File: config.mk
export PLATFORM = sky130hd
export DESIGN_NAME = ram_arbiter
export DESIGN_NICKNAME = d
export VERILOG_FILES = /design/src/rtl/ram_arbiter.sv
export SDC_FILE = /design/constraint.sdc
export NUM_CORES = 1
export LEC_CHECK = 0
export CORE_UTILIZATION = 40
export DETAILED_ROUTE_END_ITERATION = 7
export GPL_TIMING_DRIVEN = 1
export PLACE_DENSITY = 0.85
export SLEW_MARGIN = 25
export SYNTH_ARGS = -nofsm -noshare
export SYNTH_HDL_FRONTEND = slang
export SYNTH_SLANG_ARGS = --single-unit
File: constraint.sdc
create_clock -name cl -period 2.45 [get_ports cl]
set_clock_uncertainty 0.05 [all_clocks]
set_input_delay 0.245 -clock cl [delete_from_list [all_inputs] [get_ports cl]]
set_output_delay 0.245 -clock cl [all_outputs]
set_load 0.02 [all_outputs]
File: src/rtl/ram_arbiter.sv
// ram_arbiter: two-requester round-robin arbiter/sequencer for a 64Kx16 BasicRAM.
// Define RAM_ARB_FIXED_PRIO_EN for fixed priority where port 0 always wins contention.
module ram_arbiter (
  input  logic        cl,
  input  logic        rst,
  input  logic        req0,
  input  logic        req1,
  input  logic        we0,
  input  logic        we1,
  input  logic [15:0] ad0,
  input  logic [15:0] ad1,
  input  logic [15:0] d0,
  input  logic [15:0] d1,
  output logic        gnt0,
  output logic        gnt1,
  output logic        rvalid0,
  output logic        rvalid1,
  output logic [15:0] q,
  output logic        ram_st,
  output logic [15:0] ram_ad,
  output logic [15:0] ram_X,
  input  logic [15:0] ram_Y
);
  logic w_sel, w_xfer;
  logic r_v1, r_id1, r_v2, r_id2;
`ifdef RAM_ARB_FIXED_PRIO_EN
  assign w_sel = !req0;
`else
  logic r_last;
  assign w_sel = (req0 && req1) ? !r_last : req1;
  always_ff @(posedge cl)
    if (rst) r_last <= 1'b1;
    else if (w_xfer) r_last <= w_sel;
`endif
  assign gnt0   = req0 && !w_sel && !rst;
  assign gnt1   = req1 && w_sel && !rst;
  assign w_xfer = gnt0 || gnt1;
  // Two tag stages track the RAM's one-cycle registered read before q captures it.
  always_ff @(posedge cl) begin
    if (rst) begin
      ram_st  <= 1'b0;
      ram_ad  <= '0;
      ram_X   <= '0;
      q       <= '0;
      rvalid0 <= 1'b0;
      rvalid1 <= 1'b0;
      r_v1    <= 1'b0;
      r_id1   <= 1'b0;
      r_v2    <= 1'b0;
      r_id2   <= 1'b0;
    end else begin
      ram_st  <= w_xfer && (w_sel ? we1 : we0);
      r_v1    <= w_xfer && !(w_sel ? we1 : we0);
      if (w_xfer) begin
        ram_ad <= w_sel ? ad1 : ad0;
        ram_X  <= w_sel ? d1 : d0;
        r_id1  <= w_sel;
      end
      r_v2    <= r_v1;
      r_id2   <= r_id1;
      rvalid0 <= r_v2 && !r_id2;
      rvalid1 <= r_v2 && r_id2;
      if (r_v2) q <= ram_Y;
    end
  end
endmodule

; After elaboration in Yosys (flattened, before gate mapping)
; Cells that the tools add are included.
[totals]
register_bits = 56
input_bits = 86
output_inout_bits = 53
elab_cells = 30
[op_classes]
mux = 4
n_reduce_logical = 15
[ops]
columns = operator, n
row1 = 2-to-1 mux 16 bit, 2
row2 = logical AND 1 bit, 9
row3 = logical NOT 1 bit, 5
row4 = 2-to-1 mux 1 bit, 2
row5 = logical OR 1 bit, 1

; Logic depth before layout (Yosys ltp)
; Gate-level depths: netlist (run 1).
[depth]
word_depth = 7
depth_mapped = 5
depth_no_buf = 3

; Least setup slack after synthesis (run 1)
; Ideal clock, no wire load.
[synth_timing]
kind = register -> output
from = reg r_last
to = out gnt0
arrival_time_ns = 1.086
required_ns = 2.155
slack_ns = 1.069
path_stages_with_launch = 4
n_path_buf = 1
cell_sequence = dfxtp_1 a21boi_4 buf_4 nor3_1
[synth_between]
elab_chain_len = 5
[synth_rtl]
columns = item, line_no
row1 = "start, declared", 29  ; logic r_last;
row2 = "start signal, assigned", 33  ; else if (w_xfer) r_last <= w_sel;
row3 = logical NOT 1 bit, 30  ; assign w_sel = (req0 && req1) ? !r_last : req1;
row4 = 2-to-1 mux 1 bit, 30
row5 = logical NOT 1 bit, 35  ; assign gnt0 = req0 && !w_sel && !rst;
row6 = logical AND 1 bit (2 in series), 35
row7 = "end, declared", 14  ; output logic gnt0,
; No other way between the ends.

; Worst setup path in the final report (run 1)
[layout_timing]
from = in req0
to = out gnt0
[layout_between]
elab_chain_len = 5
[layout_rtl]
columns = item, line_no
row1 = "start, declared", 6  ; input logic req0,
row2 = logical AND 1 bit, 30
row3 = 2-to-1 mux 1 bit, 30
row4 = logical NOT 1 bit, 35
row5 = logical AND 1 bit (*) (2 in series), 35
; Every way passes the cells marked *; elsewhere a longest branch is shown, timed or not.

==> run summary, run 1 <==
Cell Pwr Density - 556 nW/µm²
Core Area - 5570 µm²
Register area share after synthesis - 0.481
Clock power share - 0.285
Mapped cell area - 2330 µm²
Clock Sinks - 56
Min-Delay Path Class - flip-flop to flip-flop
Max-Cap Viols - 0
Inserted Diodes - 0
Flop pwr share - 0.472
Min Hold Slack - 370 ps
Die H - 78.3 µm
Worst VDD drop - 0.315 mV
Mean post-synth cell area - 9.10 µm²
Worst-Skew Late Latency - 300 ps
DRT iter0 DRCs - 47
Worst Path Class, Setup - primary input to output pin
Largest net degree at the start of global routing - 35
Via Count - 2,333
Starting density of the core - 0.418
Worst slew pin tran - 458 ps
Detail-routed net length per standard cell - 13.7 µm
H-tree lvl count - 2
Worst Hold End - rvalid0$_SDFF_PP0_
Die area - 6130 µm²
R2r startpoint - r_last$_SDFFE_PP1P_
DPL Wire Length - 4660 µm
Yosys warns - 0
DRT Pass-1 Iters - 4
Final core occ - 0.684
CTS-repair resized insts - 0
Arr. time, crit path - 1810 ps
Detailed Route WL - 6280 µm
Max transition margin - 0.695
Residual DRC - 0
FF-to-FF End - r_v1$_SDFF_PP0_
Root Driver - clkbuf_8
Critical Path Start Type - primary input
Post-place instance area - 3690 µm²
Number of primary I/O pins - 139
Fillers - 464
Vias in the first global route - 2,410
P_sw - 559 µW
Outcome - finished clean
Clock Path Buffers - 2
First-pass GRT wire length - 10,500 µm
Setup_tns - 0 ps
Leak Pwr - 0.00148 µW
Final ANT Viol Nets - 0
Initial antenna violation count - 0
CTS Hold Bufs - 0
Layout Area Growth over Synthesis - 63.6%
Final Max Tran Viols - 0
Final instance area - 3810 µm²
Cell row count - 27
Worst EP required - 2150 ps
Post-Syn Nets - 342
Comb power frac - 0.243
Post-CTS Repair Setup Buffers - 0
Hold_sp - r_id2$_SDFF_PP0_
Final Cycle Share - 0.860
Reg-to-reg slack, setup - 950 ps
Tot GR Track Use - 0.215
Netlist cell types - 25
Grt total ovfl - 0
Tot Pwr - 2120 µW
Layout cells sized above 1 - 0.0801
Final Hold Vio Count - 0
Worst setup EP type - output pin
RSZ-0062 raised after global routing - false
CP max FO - 6
Synth Instances - 256
Hold path depth - 1
Die X - 78.3 µm
Seq cells post-synth - 56
GPL Wtd Cong - 0.801
Post-layout nets - 472
CTS tree - done
Switching Fraction - 0.264
Max Clock Freq - 0.474 GHz
PortBufs - 138
Reg2Reg Depth - 4
P_int - 1560 µW
Reg clk slew, reported paths - 100 ps
TritonCTS Buffers - 5
Minimum clock period - 2110 ps
Final setup violation count - 0
DR vias/cell - 5.08
metrics by stage:
step                std cells  setup slack, ps
global placement          451              302
global route              459              244
finish                    459              342
floorplan                 256             1070
detailed placement        451              304
CTS                       459              306
state kept, by name (all words and copies together), names as in the netlist:
signal   count
rvalid0      1
ram_st       1
rvalid1      1
r_id1        1
q           16
ram_X       16
ram_ad      16
r_v1         1
r_v2         1
r_last       1
r_id2        1
metal layers:
metal	global-route usage	up-vias	share of wire
li1	-	1131	-
met1	0.228	1102	0.40
met2	0.408	94	0.51
met3	0.0640	6	0.081
met4	0.0611	0	0.0094
met5	0	-	0
logic make-up (layout without fill, tap and decap cells):
kind of cell	count (synthesis)	count (layout)	share of synthesized area
and+or+nand+nor	92	92	0.162
muxes	17	17	0.0731
buffers and inverters	23	154	0.0677
DFF	56	56	0.481
AOI/OAI and AO/OA	68	68	0.215
how the worst max path moves through the flow:
stage | depth (start not counted) | to | startpoint | slack (ps)
after global routing | 4 | gnt0 | req0 | 240
after detailed placement | 4 | gnt0 | req0 | 300
after floorplan | 3 | gnt0 | r_last$_SDFFE_PP1P_ | 1070
final | 4 | gnt0 | req0 | 340
after CTS | 4 | gnt0 | req0 | 310
after global placement | 4 | gnt0 | req0 | 300
power by group through the flow:
stage / registers (µW) / logic [µW] / clock network, µW
final: 999 / 515 / 604
after global routing: 1010 / 554 / 659
after CTS: 1000 / 520 / 621
after detailed placement: 1020 / 519 / 0
after global placement: 1020 / 509 / 0
after floorplan: 1080 / 181 / 0
cells in the mapped netlist, drive strengths merged:
cell type | count | share of area
dfxtp | 56 | 0.48
nor2 | 50 | 0.082
nand2 | 33 | 0.053
a211oi | 32 | 0.13
a21oi | 32 | 0.069
buf | 19 | 0.061
mux2i | 17 | 0.073
clkbuf | 3 | 0.0048
nor2b | 2 | 0.0054
nor3 | 2 | 0.0043
nor3b | 2 | 0.0086
a21bo | 1 | 0.0043
a21boi | 1 | 0.0081
a21o | 1 | 0.0032
and3b | 1 | 0.0038
inv | 1 | 0.0016
nand2b | 1 | 0.0027
o21ai | 1 | 0.0021
or2 | 1 | 0.0027
cell type report:
cell class | instances | area, µm² | area share
Inverter | 1 | 3.75 | 0.000985
Clock buffer | 5 | 68.8 | 0.0181
Tap cell | 72 | 90.1 | 0.0236
Multi-Input combinational cell | 177 | 1050 | 0.276
Clock inverter | 3 | 47.5 | 0.0125
Sequential cell | 56 | 1120 | 0.294
Timing Repair Buffer | 145 | 1430 | 0.375
worst max-delay path, stage by stage:
cell	delay [ps]
clkdlybuf4s50_1	620
inv_1	90
nor3_1	200
clkdlybuf4s50_1	660
cell usage in the layout, fill, tap and decap left out, types with 2 or more instances in the layout:
cell	instances
nor2_1	49
clkinv_4	2
a21oi_1	32
clkbuf_8	5
a211oi_1	20
nor2b_1	2
mux2i_1	17
a211oi_2	12
dfxtp_1	56
clkdlybuf4s50_1	137
nor3_1	2
buf_4	7
nand2_1	33
No activity file was read; power rests on OpenSTA's default activity.
==> run 2, diff against run 1 <==
Settings changed: GPL_TIMING_DRIVEN 1 to 0.
==> run summary, run 2 (same netlist as run 1, synthesis figures left out) <==
Final Cycle Share - 0.922 (+0.0620)
Final core occ - 0.698 (+0.0148)
Arr. time, crit path - 1960 ps (+150 ps)
Worst EP required - 2150 ps (about the same)
Worst slew pin tran - 622 ps (+164 ps)
GPL Wtd Cong - 0.738 (-7.9%)
Tot Pwr - 2050 µW (-3.4%)
Worst-Skew Late Latency - 300 ps (about the same)
CP max FO - 10 (+4)
Detail-routed net length per standard cell - 13.7 µm (+0.14%)
DR vias/cell - 4.96 (-2.4%)
Cell Pwr Density - 525 nW/µm² (-5.5%)
Final Hold Vio Count - 0 (unchanged)
M2 GR Usage - 0.373 (-0.0351)
Post-layout nets - 487 (+3.2%)
Minimum clock period - 2260 ps (+152 ps)
Clock Sinks - 56 (unchanged)
PortBufs - 138 (unchanged)
Tot GR Track Use - 0.218 (+0.00245)
Max transition margin - 0.585 (-0.110)
Final setup violation count - 0 (unchanged)
GR Util met3 - 0.0756 (+0.0116)
Die area - 6130 µm² (unchanged)
Post-CTS Repair Setup Buffers - 0 (unchanged)
DRT iter0 DRCs - 55 (+17%)
Worst VDD drop - 0.292 mV (-7.3%)
Grt total ovfl - 0 (unchanged)
Leak Pwr - 0.00152 µW (+2.9%)
Setup_tns - 0 ps (unchanged)
Starting density of the core - 0.418 (unchanged)
Final Max Tran Viols - 0 (unchanged)
Min-Delay Path Class - flip-flop to flip-flop
Largest net degree at the start of global routing - 19 (-46%)
Die X - 78.3 µm (unchanged)
Max Clock Freq - 0.443 GHz (-6.7%)
DPL Wire Length - 4920 µm (+5.5%)
Outcome - finished clean
Final Non-Filler Cells - 474 (+3.3%)
Largest registers - q: 16 flops, ram_X: 16 flops, ram_ad: 16 flops
Detailed Route WL - 6490 µm (+3.4%)
Reg clk slew, reported paths - 100 ps (about the same)
Die H - 78.3 µm (unchanged)
Critical Path Start Type - primary input
Inserted Diodes - 0 (unchanged)
Worst Path Class, Setup - primary input to output pin
Layout cells sized above 1 - 0.0995 (+0.0194)
Worst setup EP type - output pin
Most frequent cells in the layout - 138 x clkdlybuf4s50_1, 56 x dfxtp_1, 49 x nor2_1
Layout Area Growth over Synthesis - 67.2%
CTS tree - done
Vias in the first global route - 2,244 (-6.9%)
Number of primary I/O pins - 139 (unchanged)
First-pass GRT wire length - 10,500 µm (-0.72%)
Max-Cap Viols - 0 (unchanged)
H-tree lvl count - 2 (unchanged)
TritonCTS Buffers - 5 (unchanged)
Cell row count - 27 (unchanged)
Commonest non-fill, non-tap cell in the layout - clkdlybuf4s50_1
Final ANT Viol Nets - 0 (unchanged)
Via Count - 2,352 (+0.81%)
Root Driver - clkbuf_8
Global routing usage on met1 - 0.261 (+0.0333)
RSZ-0062 raised after global routing - false
Residual DRC - 0 (unchanged)
DRT Pass-1 Iters - 4 (unchanged)
GR peak layer - met2
Core Area - 5570 µm² (unchanged)
Clock Path Buffers - 2 (unchanged)
Fillers - 491 (+5.8%)
Initial antenna violation count - 0 (unchanged)
CTS Hold Bufs - 0 (unchanged)
CTS-repair resized insts - 0 (unchanged)
Placed insts - 466 (+3.3%)
## run 2: power breakdown
| group | leakage [µW] | switching [µW] | internal [µW] |
|---|---|---|---|
| registers | 0.000462 | 29.1 | 970 |
| logic | 0.00102 | 236 | 298 |
| clock network | 0.0000404 | 309 | 203 |
| total | 0.00152 | 575 | 1470 |
## run 2: area by class of cell
type | count | area (µm²) | area share
buffer | 22 | 154 | 0.0395
clock buffer | 5 | 68.8 | 0.0177
clock inverter | 3 | 23.8 | 0.00611
inverter | 1 | 3.75 | 0.000964
multi-input combinational | 177 | 1050 | 0.270
sequential | 56 | 1120 | 0.288
tap | 72 | 90.1 | 0.0231
timing repair buffer | 138 | 1380 | 0.355
## run 2: routing by layer
metal / up-vias / wire length [µm]
met2: 97 / 3160
met3: 6 / 540
met5: - / 0
met4: 0 / 62
met1: 1091 / 2730
li1: 1158 / -
## run 2: worst max-delay path, cell delays in order
cell	delay, ps
clkdlybuf4s50_1	630
a21boi_4	120
buf_4	190
nor3_1	130
clkdlybuf4s50_1	650
## run 2: per-stage QoR
step	cell area [µm²]	setup WS [ps]	hold WS (ps)
6_report	3890	190	369
5_1_grt	3890	60.2	428
4_1_cts	3890	191	370
3_5_place_dp	3800	193	354
3_3_place_gp	3800	191	349
2_1_floorplan	2330	1070	278
## run 2: path summary, 6_finish.rpt
path                                        from                  to  slack, ps  depth (start not counted)
worst min register to register  r_id2$_SDFF_PP0_  rvalid0$_SDFF_PP0_        370                          1
worst min-delay path            r_id2$_SDFF_PP0_  rvalid0$_SDFF_PP0_        370                          1
worst max register to register   r_v2$_SDFF_PP0_  q[12]$_SDFFE_PP0P_       1100                          4
worst max-delay path                        req0                gnt0        190                          5
